## src/rtl/if_stage_pkg.sv

```systemverilog
// Shared definitions for the instruction-fetch stage: bus widths, reset and
// chip-enable levels, NOP word, and the IF/ID payload struct.
package if_stage_pkg;

  localparam int unsigned INST_ADDR_W = 32;
  localparam int unsigned INST_W      = 32;

  typedef logic [INST_ADDR_W-1:0] inst_addr_t;
  typedef logic [INST_W-1:0]      inst_t;

  localparam logic       RST_ENABLE      = 1'b1;
  localparam logic       CHIP_ENABLE     = 1'b1;
  localparam logic       CHIP_DISABLE    = 1'b0;
  localparam inst_addr_t ZERO_WORD       = INST_ADDR_W'(0);
  localparam inst_t      NOP_INST        = INST_W'(0);
  localparam inst_addr_t PC_STEP         = INST_ADDR_W'(4);
  localparam inst_addr_t WORD_ALIGN_MASK = INST_ADDR_W'(32'hFFFF_FFFC);

  // IF/ID pipeline register payload
  typedef struct packed {
    inst_addr_t pc;
    inst_t      inst;
  } if_id_t;

  localparam if_id_t IF_ID_BUBBLE = '{pc: ZERO_WORD, inst: NOP_INST};

  // Force an address onto a word boundary
  function automatic inst_addr_t word_align(input inst_addr_t addr);
    return addr & WORD_ALIGN_MASK;
  endfunction

endpackage

```

## src/rtl/if_stage_if.sv

```systemverilog
// Fetch-stage bus bundle: control from later stages, ROM port, IF/ID outputs.
// master = fetch stage, slave = surrounding pipeline / ROM.
interface if_stage_if;
  import if_stage_pkg::*;

  logic       stall_pc_i;
  logic       stall_id_i;
  logic       branch_flag_i;
  inst_addr_t branch_target_i;
  logic       flush_i;
  inst_addr_t new_pc_i;
  logic       rom_ce_o;
  inst_addr_t rom_addr_o;
  inst_t      rom_data_i;
  inst_addr_t id_pc_o;
  inst_t      id_inst_o;

  modport master (
    input  stall_pc_i, stall_id_i, branch_flag_i, branch_target_i,
           flush_i, new_pc_i, rom_data_i,
    output rom_ce_o, rom_addr_o, id_pc_o, id_inst_o
  );

  modport slave (
    output stall_pc_i, stall_id_i, branch_flag_i, branch_target_i,
           flush_i, new_pc_i, rom_data_i,
    input  rom_ce_o, rom_addr_o, id_pc_o, id_inst_o
  );

endinterface

```

## src/rtl/if_id_reg.sv

```systemverilog
// IF/ID pipeline register: bubble / hold / load selection.
// Build option BRANCH_DELAY_SLOT_EN: when defined, the word fetched alongside a
// taken branch enters IF/ID (MIPS delay slot); otherwise it is squashed.
module if_id_reg
  import if_stage_pkg::*;
(
  input  logic       clk,
  input  logic       rst,
  input  logic       ce,
  input  logic       flush,
  input  logic       stall_pc,
  input  logic       stall_id,
  input  logic       branch_flag,
  input  inst_addr_t pc,
  input  inst_t      inst,
  output if_id_t     id
);

`ifdef BRANCH_DELAY_SLOT_EN
  localparam logic SQUASH_SHADOW = 1'b0;
`else
  localparam logic SQUASH_SHADOW = 1'b1;
`endif

  // Flush beats both stalls; a PC-only stall inserts a bubble downstream
  always_ff @(posedge clk) begin
    if (rst == RST_ENABLE) begin
      id <= IF_ID_BUBBLE;
    end else if (ce == CHIP_DISABLE) begin
      id <= IF_ID_BUBBLE;
    end else if (flush) begin
      id <= IF_ID_BUBBLE;
    end else if (stall_pc && !stall_id) begin
      id <= IF_ID_BUBBLE;
    end else if (stall_id) begin
      id <= id;
    end else if (branch_flag && SQUASH_SHADOW) begin
      id <= IF_ID_BUBBLE;
    end else begin
      id <= '{pc: pc, inst: inst};
    end
  end

endmodule

```

## src/rtl/if_stage.sv

```systemverilog
// MIPS32 instruction-fetch stage: program counter, ROM enable, next-PC
// priority mux (flush > stall > branch > sequential) and the IF/ID register.
// Build option BRANCH_DELAY_SLOT_EN selects delay-slot vs. squash behaviour
// (handled inside if_id_reg; PC behaviour is identical in both builds).
module if_stage
  import if_stage_pkg::*;
#(
  parameter inst_addr_t RESET_PC = 32'h0000_0000
)
(
  input  logic              clk,
  input  logic              rst,
  if_stage_if.master        bus
);

  inst_addr_t pc;
  inst_addr_t pc_next_c;
  logic       ce;
  if_id_t     id;

  // Next PC; an illegal stall_id without stall_pc still freezes the PC
  always_comb begin
    pc_next_c = pc + PC_STEP;
    if (ce == CHIP_DISABLE) begin
      pc_next_c = word_align(RESET_PC);
    end else if (bus.flush_i) begin
      pc_next_c = word_align(bus.new_pc_i);
    end else if (bus.stall_pc_i || bus.stall_id_i) begin
      pc_next_c = pc;
    end else if (bus.branch_flag_i) begin
      pc_next_c = word_align(bus.branch_target_i);
    end
  end

  // PC and chip-enable registers; ce rises on the first edge out of reset
  always_ff @(posedge clk) begin
    if (rst == RST_ENABLE) begin
      pc <= word_align(RESET_PC);
      ce <= CHIP_DISABLE;
    end else begin
      pc <= pc_next_c;
      ce <= CHIP_ENABLE;
    end
  end

  if_id_reg u_if_id_reg (
    .clk         (clk),
    .rst         (rst),
    .ce          (ce),
    .flush       (bus.flush_i),
    .stall_pc    (bus.stall_pc_i),
    .stall_id    (bus.stall_id_i),
    .branch_flag (bus.branch_flag_i),
    .pc          (pc),
    .inst        (bus.rom_data_i),
    .id          (id)
  );

  assign bus.rom_ce_o   = ce;
  assign bus.rom_addr_o = pc;
  assign bus.id_pc_o    = id.pc;
  assign bus.id_inst_o  = id.inst;

endmodule

```

## src/flat_wrapper.sv

```systemverilog
// flat-port wrapper written by rule: the top's interface ports become plain ports
module if_stage_flat import if_stage_pkg::*;
#(
  parameter inst_addr_t RESET_PC = 32'h0000_0000
)
  (clk, rst, bus_stall_pc_i, bus_stall_id_i, bus_branch_flag_i, bus_branch_target_i, bus_flush_i, bus_new_pc_i, bus_rom_data_i, bus_rom_ce_o, bus_rom_addr_o, bus_id_pc_o, bus_id_inst_o);
  if_stage_if bus_i ();
  input  logic clk;
  input  logic rst;
  input wire logic [$bits(bus_i.stall_pc_i)-1:0] bus_stall_pc_i;
  input wire logic [$bits(bus_i.stall_id_i)-1:0] bus_stall_id_i;
  input wire logic [$bits(bus_i.branch_flag_i)-1:0] bus_branch_flag_i;
  input wire logic [$bits(bus_i.branch_target_i)-1:0] bus_branch_target_i;
  input wire logic [$bits(bus_i.flush_i)-1:0] bus_flush_i;
  input wire logic [$bits(bus_i.new_pc_i)-1:0] bus_new_pc_i;
  input wire logic [$bits(bus_i.rom_data_i)-1:0] bus_rom_data_i;
  output wire logic [$bits(bus_i.rom_ce_o)-1:0] bus_rom_ce_o;
  output wire logic [$bits(bus_i.rom_addr_o)-1:0] bus_rom_addr_o;
  output wire logic [$bits(bus_i.id_pc_o)-1:0] bus_id_pc_o;
  output wire logic [$bits(bus_i.id_inst_o)-1:0] bus_id_inst_o;
  assign bus_i.stall_pc_i = bus_stall_pc_i;
  assign bus_i.stall_id_i = bus_stall_id_i;
  assign bus_i.branch_flag_i = bus_branch_flag_i;
  assign bus_i.branch_target_i = bus_branch_target_i;
  assign bus_i.flush_i = bus_flush_i;
  assign bus_i.new_pc_i = bus_new_pc_i;
  assign bus_i.rom_data_i = bus_rom_data_i;
  assign bus_rom_ce_o = bus_i.rom_ce_o;
  assign bus_rom_addr_o = bus_i.rom_addr_o;
  assign bus_id_pc_o = bus_i.id_pc_o;
  assign bus_id_inst_o = bus_i.id_inst_o;
  if_stage #(.RESET_PC(RESET_PC)) u_core (.clk(clk), .rst(rst), .bus(bus_i));
endmodule
```

## config.mk

```make
export PLATFORM = sky130hd
export DESIGN_NAME = if_stage_flat
export DESIGN_NICKNAME = d
export VERILOG_FILES = /design/src/rtl/if_stage_pkg.sv /design/src/rtl/if_stage_if.sv /design/src/rtl/if_id_reg.sv /design/src/rtl/if_stage.sv /design/src/flat_wrapper.sv
export SDC_FILE = /design/constraint.sdc
export NUM_CORES = 1
export LEC_CHECK = 0
export BUFFER_PORTS_ARGS = -buffer_cell sky130_fd_sc_hd__buf_2
export CAP_MARGIN = 20
export CORE_ASPECT_RATIO = 2
export CORE_MARGIN = 3
export CORE_UTILIZATION = 40
export CTS_BUF_LIST = sky130_fd_sc_hd__clkbuf_8
export DETAILED_ROUTE_END_ITERATION = 10
export GPL_TIMING_DRIVEN = 0
export PLACE_DENSITY = 0.75
export SLEW_MARGIN = 5
export SYNTH_ARGS = -nofsm -noshare
export SYNTH_HDL_FRONTEND = slang
export SYNTH_SLANG_ARGS = --single-unit
```

## constraint.sdc

```tcl
create_clock -name clk -period 3.1 [get_ports clk]
set_input_delay 0.62 -clock clk [delete_from_list [all_inputs] [get_ports clk]]
set_output_delay 0.62 -clock clk [all_outputs]
set_load 0.01 [all_outputs]
```

==> impl_metrics.prom, run 1 <==
# TYPE chip_impl_metric gauge
chip_impl_metric{name="maxSlewHeadroom",unit=""} 0.224
chip_impl_metric{name="timing.final.crit_period",unit="ns"} 2.42
chip_impl_metric{name="place_ws",unit="ns"} 0.359
chip_impl_metric{name="power.clock.fraction",unit=""} 0.339
chip_impl_metric{name="worst_margin_pin_slew",unit="ns"} 1.15
chip_impl_info{name="synth-main-ff-cell",value="sky130_fd_sc_hd__dfxtp_1"} 1
chip_impl_metric{name="fin_tns_setup",unit="ns"} 0
chip_impl_info{name="critical-path-slowest-cell",value="sky130_fd_sc_hd__nor3_1"} 1
chip_impl_metric{name="port_buffers",unit=""} 192
chip_impl_info{name="rsz0062_at_grt",value="no"} 1
chip_impl_metric{name="drt_iter0_drc",unit=""} 389
chip_impl_metric{name="cts.hold.buffers_added",unit=""} 0
chip_impl_metric{name="detailed_placement_hpwl",unit="um"} 13400
chip_impl_info{name="timing_worst_setup_path_type",value="in -> reg"} 1
chip_impl_metric{name="die_width",unit="um"} 81.4
chip_impl_info{name="synth_top_cells_by_area",value="sky130_fd_sc_hd__dfxtp_1 43%, sky130_fd_sc_hd__nor2_1 7.2%, sky130_fd_sc_hd__a22oi_1 7.1%, sky130_fd_sc_hd__a21oi_1 5.7%, sky130_fd_sc_hd__nor3b_1 5.3%"} 1
chip_impl_metric{name="synth_fp_nets",unit=""} 658
chip_impl_metric{name="synth.yosys.warnings",unit=""} 0
chip_impl_metric{name="worst_ep_required_time",unit="ns"} 3.40
chip_impl_metric{name="power.density",unit="nW/um^2"} 414
chip_impl_metric{name="first_pass_grt_wire_length",unit="um"} 25900
chip_impl_info{name="clock_tree.root_cell",value="sky130_fd_sc_hd__clkbuf_8"} 1
chip_impl_metric{name="vias",unit=""} 5239
chip_impl_metric{name="report.final.setup_viol",unit=""} 0
chip_impl_info{name="crit_family",value="simple AND/OR/NAND/NOR gates"} 1
chip_impl_metric{name="worstPathMaxFanout",unit=""} 10
chip_impl_metric{name="grt_pass1_vias",unit=""} 4993
chip_impl_metric{name="power.static_leakage",unit="nW"} 2.47
chip_impl_metric{name="power.internal",unit="mW"} 1.71
chip_impl_metric{name="post-layout-total-power",unit="mW"} 2.43
chip_impl_metric{name="final.period_utilization",unit=""} 0.779
chip_impl_metric{name="initial_utilization",unit=""} 0.413
chip_impl_metric{name="timing.final.max_slew_violations",unit=""} 0
chip_impl_metric{name="layout_setup_ws",unit="ns"} 0.684
chip_impl_metric{name="ioPinCount",unit=""} 199
chip_impl_metric{name="placement_rows",unit=""} 54
chip_impl_metric{name="proportion_of_netlist_area_held_by_the_largest_area_contributor",unit=""} 0.427
chip_impl_metric{name="timing.critical_path.arrival",unit="ns"} 2.72
chip_impl_metric{name="synthesis.area_per_instance",unit="um^2"} 8.19
chip_impl_metric{name="antenna_violating_nets_post_route",unit=""} 0
chip_impl_metric{name="h-tree-depth",unit=""} 3
chip_impl_metric{name="r2r_slack",unit="ns"} 0.76
chip_impl_metric{name="detail_route.wirelength",unit="um"} 17100
chip_impl_metric{name="antenna_cells_inserted",unit=""} 0
chip_impl_info{name="result_of_the_run",value="finished, final reports clean"} 1
chip_impl_info{name="synthTopCellsByCount",value="97 x sky130_fd_sc_hd__dfxtp_1, 87 x sky130_fd_sc_hd__nor2_1, 52 x sky130_fd_sc_hd__a21oi_1, 43 x sky130_fd_sc_hd__a22oi_1, 33 x sky130_fd_sc_hd__clkbuf_1"} 1
chip_impl_metric{name="sw_ratio",unit=""} 0.298
chip_impl_metric{name="mappedNetlistArea",unit="um^2"} 4540
chip_impl_metric{name="core_area",unit="um^2"} 11000
chip_impl_metric{name="worstSkewPairLatency",unit="ns"} 0.39
chip_impl_metric{name="hold_violations",unit=""} 0
chip_impl_metric{name="max-cap-violations",unit=""} 0
chip_impl_info{name="setup.worst_path.start_class",value="primary input"} 1
chip_impl_metric{name="die_area",unit="um^2"} 12800
chip_impl_metric{name="critical-path-max-stage-delay",unit="ns"} 0.93
chip_impl_metric{name="fmax",unit="GHz"} 0.414
chip_impl_info{name="hold_class",value="in -> reg"} 1
chip_impl_metric{name="routedWlPerCell",unit="um"} 18.9
chip_impl_metric{name="fin_skew",unit="ns"} 0.0161
chip_impl_metric{name="number_of_instances_in_the_synthesized_netlist",unit=""} 555
chip_impl_metric{name="share_seq_of_total_power",unit=""} 0.535
chip_impl_info{name="synth_area_leader_cell",value="sky130_fd_sc_hd__dfxtp_1"} 1
chip_impl_metric{name="final_layout_size_suffix_gt1_frac",unit=""} 0.290
chip_impl_metric{name="ctsResizeCount",unit=""} 0
chip_impl_metric{name="n_fill_cell",unit=""} 1051
chip_impl_metric{name="synth_enable_flop_cells",unit=""} 0
chip_impl_metric{name="nets",unit=""} 861
chip_impl_metric{name="number_of_buffers_added_by_the_clock_tree_synthesis_step",unit=""} 9
chip_impl_metric{name="ys_types",unit=""} 54
chip_impl_metric{name="pwr-share-comb",unit=""} 0.126
chip_impl_metric{name="grt_max_degree",unit=""} 20
chip_impl_metric{name="syn2layout_area_growth",unit="%"} 29.3
chip_impl_metric{name="sequential_cell_area",unit="um^2"} 1940
chip_impl_metric{name="total_global_routing_track_utilization",unit=""} 0.267
chip_impl_metric{name="clock_tree.buffer_depth",unit=""} 2
chip_impl_metric{name="clkSlewWorstSetupHoldPaths",unit="ns"} 0.11
chip_impl_metric{name="share_of_flip_flops_with_an_asynchronous_set_or_reset_after_synthesis",unit=""} 0
chip_impl_metric{name="place.gp.congestion",unit=""} 0.928
chip_impl_metric{name="die_y",unit="um"} 157
chip_impl_metric{name="post_cts.repair.setup_buffers",unit=""} 0
chip_impl_metric{name="path_buf_inv",unit=""} 2
chip_impl_metric{name="peak_supply_drop",unit="uV"} 420
chip_impl_metric{name="synth-seq-cells",unit=""} 97
chip_impl_metric{name="synth-seq-area-share",unit=""} 0.427
chip_impl_metric{name="via_density_per_instance",unit=""} 5.80
chip_impl_info{name="tritoncts_clock_tree",value="built"} 1
chip_impl_info{name="yosysMostFrequentCell",value="sky130_fd_sc_hd__dfxtp_1"} 1
chip_impl_metric{name="drc",unit=""} 0
chip_impl_metric{name="area_of_combinational_cells_with_multiple_inputs",unit="um^2"} 2380
chip_impl_info{name="setup.worst_path.end_class",value="register"} 1
chip_impl_metric{name="drt_pass1_iterations",unit=""} 7
chip_impl_metric{name="grt.overflow.total",unit=""} 0
chip_impl_metric{name="antenna_violations_before_repair",unit=""} 0
chip_impl_metric{name="cts.sink_count",unit=""} 97
chip_impl_info{name="crit_chain",value="buf_2 > or2_2 > clkbuf_1 > nor3_1 > nand2_1 > o221ai_1"} 1
chip_impl_metric{name="p_sw",unit="mW"} 0.724
[flip-flops by register name, summed over array words and instances (netlist names)]
name	cells
u_core.bus.rom_addr_o	32
u_core.bus.rom_ce_o	1
u_core.u_if_id_reg.id	64
[per-stage QoR]
stage          instances  hold WS [ns]   util  cell area (um^2)
3_3_place_gp         887         0.470  0.516              5680
6_report             903         0.413  0.534              5880
2_1_floorplan        555         0.513      -              4540
4_1_cts              903         0.404  0.534              5880
3_5_place_dp         887         0.477  0.516              5680
5_1_grt              903         0.421  0.534              5880
[kinds of logic after synthesis]
group / after synthesis / share of synthesized area
DFF: 97 / 0.427
and+or+nand+nor: 231 / 0.256
xor gates and xnor gates: 12 / 0.0231
adders and majority gates: 1 / 0.00275
AOI/OAI and AO/OA: 158 / 0.228
buffers and inverters: 50 / 0.0493
muxes: 6 / 0.0132
[final timing paths]
check | startpoint | cells past startpoint | end
max | bus_stall_pc_i | 6 | u_core.bus.rom_addr_o[23]
min | rst | 2 | u_core.bus.rom_ce_o
max reg2reg | u_core.bus.rom_addr_o[2] | 6 | u_core.bus.rom_addr_o[10]
min reg2reg | u_core.u_if_id_reg.id[56] | 2 | u_core.u_if_id_reg.id[56]
[cell usage in the layout, fill, tap and decap left out, types with 2 or more instances in the layout]
| cell | n |
|---|---|
| sky130_fd_sc_hd__inv_1 | 5 |
| sky130_fd_sc_hd__nand3_1 | 21 |
| sky130_fd_sc_hd__nand2_1 | 32 |
| sky130_fd_sc_hd__nand4_1 | 9 |
| sky130_fd_sc_hd__clkbuf_8 | 9 |
| sky130_fd_sc_hd__buf_6 | 2 |
| sky130_fd_sc_hd__nor2b_1 | 5 |
| sky130_fd_sc_hd__clkbuf_1 | 33 |
| sky130_fd_sc_hd__o41ai_1 | 2 |
| sky130_fd_sc_hd__or2_2 | 2 |
| sky130_fd_sc_hd__a221oi_1 | 5 |
| sky130_fd_sc_hd__a311o_1 | 2 |
| sky130_fd_sc_hd__nor4_1 | 7 |
| sky130_fd_sc_hd__a221o_1 | 6 |
| sky130_fd_sc_hd__mux2i_1 | 6 |
| sky130_fd_sc_hd__a22oi_1 | 43 |
| sky130_fd_sc_hd__and4_1 | 4 |
| sky130_fd_sc_hd__a211oi_1 | 2 |
| sky130_fd_sc_hd__xnor2_1 | 10 |
| sky130_fd_sc_hd__a22o_1 | 3 |
| sky130_fd_sc_hd__dfxtp_1 | 97 |
| sky130_fd_sc_hd__inv_6 | 2 |
| sky130_fd_sc_hd__xor2_1 | 2 |
| sky130_fd_sc_hd__nor3b_1 | 32 |
| sky130_fd_sc_hd__a21oi_1 | 52 |
| sky130_fd_sc_hd__inv_8 | 2 |
| sky130_fd_sc_hd__and3_1 | 9 |
| sky130_fd_sc_hd__a31oi_1 | 5 |
| sky130_fd_sc_hd__o22ai_1 | 3 |
| sky130_fd_sc_hd__o21ai_0 | 21 |
| sky130_fd_sc_hd__o31ai_1 | 2 |
| sky130_fd_sc_hd__buf_1 | 4 |
| sky130_fd_sc_hd__o221ai_1 | 3 |
| sky130_fd_sc_hd__nor2_1 | 87 |
| sky130_fd_sc_hd__buf_2 | 194 |
| sky130_fd_sc_hd__nor3_1 | 16 |
[worst reg2reg max path, stage by stage, from the launching register on]
cell and delay (ns):
sky130_fd_sc_hd__dfxtp_1 0.52, sky130_fd_sc_hd__ha_1 0.28, sky130_fd_sc_hd__nand3_1 0.35, sky130_fd_sc_hd__nor2_1 0.53, sky130_fd_sc_hd__o21ai_0 0.15, sky130_fd_sc_hd__a221oi_1 0.32
sky130_fd_sc_hd__nor3_1 0.08
[layout make-up]
cell class	count	area share
multi-input cells	408	0.405
flip-flops and latches	97	0.330
repair buffers	192	0.164
plain buffers	44	0.0343
well taps	140	0.0298
clock buffers	9	0.0211
clock inverters	7	0.0123
inverters	6	0.00383
[layer usage]
metal | part of all wire | global-route usage | wire length (um)
met4 | 0.052 | 0.149 | 886
met2 | 0.52 | 0.477 | 8890
met1 | 0.35 | 0.282 | 5920
met3 | 0.082 | 0.0547 | 1410
met5 | 0 | 0 | 0
[power by group through the flow]
stage	clock network [mW]	logic, mW	registers [mW]
6_report	0.825	0.306	1.30
5_1_grt	0.888	0.334	1.31
4_1_cts	0.838	0.303	1.30
3_5_place_dp	0	0.302	1.33
3_3_place_gp	0	0.295	1.33
2_1_floorplan	0	0.155	1.33
No activity file was read; power rests on OpenSTA's default activity.
==> run 2, diff against run 1 <==
Clock period 3.1 ns to 2.3 ns, I/O delays scaled along.
==> run 2 against run 1 <==
  * Critical path depth is 1 lower
  * Final cell count stayed put
  * Final area is 0.34% higher
  * Sequential power is 35% higher
  * Via count is 0.25% lower
  * Register-to-register slack worse by 0.62 ns
  * Core utilization is 0.18 points higher
  * Largest power group unchanged
  * First-iteration DRC count is 2.1% higher
  * Clock power is 36% higher
==> impl_metrics.prom, run 2 (same netlist as run 1, synthesis figures left out) <==
# TYPE chip_impl_metric gauge
chip_impl_info{name="result_of_the_run",value="finished, final reports clean"} 1
chip_impl_metric{name="die_width",unit="um"} 81.4
chip_impl_metric{name="detail_route.wirelength.met1",unit="um"} 5910
chip_impl_metric{name="nets",unit=""} 861
chip_impl_info{name="timing_worst_setup_path_type",value="reg -> reg"} 1
chip_impl_metric{name="drt_iter0_drc",unit=""} 397
chip_impl_metric{name="fin_skew",unit="ns"} 0.0142
chip_impl_metric{name="fmax",unit="GHz"} 0.463
chip_impl_info{name="most_flop_heavy_register",value="u_core.u_if_id_reg.id"} 1
chip_impl_metric{name="total_global_routing_track_utilization",unit=""} 0.267
chip_impl_metric{name="die_area",unit="um^2"} 12800
chip_impl_metric{name="placed_cell_area",unit="um^2"} 5680
chip_impl_info{name="dr.max_layer_used",value="met4"} 1
chip_impl_metric{name="routedWlPerCell",unit="um"} 19.0
chip_impl_info{name="rsz0062_at_grt",value="no"} 1
chip_impl_metric{name="max-cap-violations",unit=""} 0
chip_impl_metric{name="place.gp.congestion",unit=""} 0.928
chip_impl_metric{name="p_sw",unit="mW"} 0.987
chip_impl_metric{name="detail_route.wirelength",unit="um"} 17100
chip_impl_metric{name="syn2layout_area_growth",unit="%"} 29.8
chip_impl_metric{name="grt_max_degree",unit=""} 20
chip_impl_metric{name="power.internal",unit="mW"} 2.30
chip_impl_metric{name="post_layout_nonfiller_instances",unit=""} 903
chip_impl_metric{name="placed_cells",unit=""} 887
chip_impl_metric{name="drt_pass1_iterations",unit=""} 5
chip_impl_metric{name="post_cts.repair.setup_buffers",unit=""} 0
chip_impl_metric{name="maxSlewHeadroom",unit=""} 0.515
chip_impl_metric{name="clock_tree.buffer_depth",unit=""} 2
chip_impl_info{name="hold_class",value="in -> reg"} 1
chip_impl_metric{name="worstPathMaxFanout",unit=""} 9
chip_impl_metric{name="cts.sink_count",unit=""} 97
chip_impl_metric{name="port_buffers",unit=""} 192
chip_impl_info{name="source_of_the_worst_hold_timing_path",value="rst"} 1
chip_impl_metric{name="drc",unit=""} 0
chip_impl_info{name="crit_chain",value="ha_1 > nand3_1 > nor4_1 > mux2i_1 > a211oi_1"} 1
chip_impl_metric{name="timing.final.max_slew_violations",unit=""} 0
chip_impl_metric{name="whs",unit="ns"} 0.263
chip_impl_metric{name="final_layout_size_suffix_gt1_frac",unit=""} 0.295
chip_impl_metric{name="path_buf_inv",unit=""} 0
chip_impl_metric{name="power.density",unit="nW/um^2"} 558
chip_impl_info{name="critical-path-slowest-cell",value="sky130_fd_sc_hd__nor4_1"} 1
chip_impl_metric{name="power.static_leakage",unit="nW"} 2.48
chip_impl_info{name="crit_family",value="simple AND/OR/NAND/NOR gates"} 1
chip_impl_metric{name="clkSlewWorstSetupHoldPaths",unit="ns"} 0.11
chip_impl_info{name="final_common_cell",value="sky130_fd_sc_hd__buf_2"} 1
chip_impl_metric{name="timing.final.crit_period",unit="ns"} 2.16
chip_impl_metric{name="number_of_buffers_added_by_the_clock_tree_synthesis_step",unit=""} 9
chip_impl_metric{name="sw_ratio",unit=""} 0.300
chip_impl_metric{name="met3RoutedLength",unit="um"} 1470
chip_impl_info{name="layout_common_cells",value="194 x sky130_fd_sc_hd__buf_2, 97 x sky130_fd_sc_hd__dfxtp_1, 85 x sky130_fd_sc_hd__nor2_1"} 1
chip_impl_metric{name="antenna_violating_nets_post_route",unit=""} 0
chip_impl_metric{name="antenna_violations_before_repair",unit=""} 0
chip_impl_metric{name="first_pass_grt_wire_length",unit="um"} 25900
chip_impl_metric{name="die_y",unit="um"} 157
chip_impl_metric{name="grt_pass1_vias",unit=""} 4993
chip_impl_metric{name="core_area",unit="um^2"} 11000
chip_impl_metric{name="via_density_per_instance",unit=""} 5.79
chip_impl_metric{name="stdcell_area",unit="um^2"} 5900
chip_impl_metric{name="share_seq_of_total_power",unit=""} 0.533
chip_impl_info{name="setup.worst_path.end_class",value="register"} 1
chip_impl_metric{name="worst_ep_required_time",unit="ns"} 2.60
chip_impl_info{name="clock_tree.root_cell",value="sky130_fd_sc_hd__clkbuf_8"} 1
chip_impl_metric{name="hold_violations",unit=""} 0
chip_impl_metric{name="worstSkewPairLatency",unit="ns"} 0.39
chip_impl_info{name="launching_point_of_the_worst_reg2reg_path",value="u_core.bus.rom_addr_o[2]"} 1
chip_impl_metric{name="pwr-share-comb",unit=""} 0.126
chip_impl_metric{name="report.final.setup_viol",unit=""} 0
chip_impl_metric{name="antenna_cells_inserted",unit=""} 0
chip_impl_metric{name="vias",unit=""} 5226
chip_impl_metric{name="initial_utilization",unit=""} 0.413
chip_impl_metric{name="final.period_utilization",unit=""} 0.940
chip_impl_metric{name="grt.overflow.total",unit=""} 0
chip_impl_metric{name="peak_supply_drop",unit="uV"} 568
chip_impl_info{name="tritoncts_clock_tree",value="built"} 1
chip_impl_info{name="setup.worst_path.start_class",value="register"} 1
chip_impl_info{name="critical_path.startpoint",value="u_core.bus.rom_addr_o[2]"} 1
chip_impl_metric{name="timing.critical_path.arrival",unit="ns"} 2.46
chip_impl_metric{name="number_of_flip_flops_in_the_largest_register",unit=""} 64
chip_impl_metric{name="ioPinCount",unit=""} 199
chip_impl_metric{name="h-tree-depth",unit=""} 3
chip_impl_metric{name="placement_rows",unit=""} 54
chip_impl_metric{name="detailed_placement_hpwl",unit="um"} 13400
chip_impl_metric{name="routed-wl-met2",unit="um"} 8920
chip_impl_metric{name="worst_margin_pin_slew",unit="ns"} 0.723
chip_impl_metric{name="power.clock.fraction",unit=""} 0.341
chip_impl_metric{name="critical-path-max-stage-delay",unit="ns"} 0.53
[run 2: timing repair]
item | CTS | global route
resized for setup | 0 | 5
hold buffers | 0 | 0
hold endpoints to repair | 0 | 0
endpoints found under the setup margin | 0 | 71
[run 2: final timing paths]
kind	depth (start not counted)	slack (ns)	end
min	2	0.26	u_core.bus.rom_ce_o
min reg2reg	2	0.50	u_core.u_if_id_reg.id[56]
max reg2reg	5	0.14	u_core.bus.rom_addr_o[22]
max	5	0.14	u_core.bus.rom_addr_o[22]
[run 2: per-stage QoR]
step	TNS (ns)	utilization	worst slack (ns)	total power [mW]
finish	0	0.535	0.138	3.29
global route	0	0.535	0.00247	3.41
CTS	0	0.534	0.0475	3.29
detailed placement	-8.22	0.516	-0.281	2.20
global placement	-8.64	0.516	-0.278	2.19
floorplan	0	-	0.383	2.00
[run 2: final cells by class]
cell class                 count  area, um^2
multi-input combinational    408        2400
clock inverter                 7        72.6
inverter                       6        22.5
fill                        1050        5120
tap                          140         175
clock buffer                   9         124
buffer                        44         201
timing repair buffer         192         961
sequential                    97        1940
[run 2: metal layers]
metal,up-vias,global-route usage
li1,2440,-
met1,2410,0.282
met2,308,0.477
met3,68,0.0547
met4,0,0.149
met5,-,0
[run 2: power groups by stage]
stage	Combinational, mW	Clock (mW)	Sequential, mW
2_1_floorplan	0.208	0	1.79
3_3_place_gp	0.397	0	1.79
3_5_place_dp	0.407	0	1.79
4_1_cts	0.408	1.13	1.75
5_1_grt	0.452	1.20	1.76
6_report	0.414	1.12	1.76
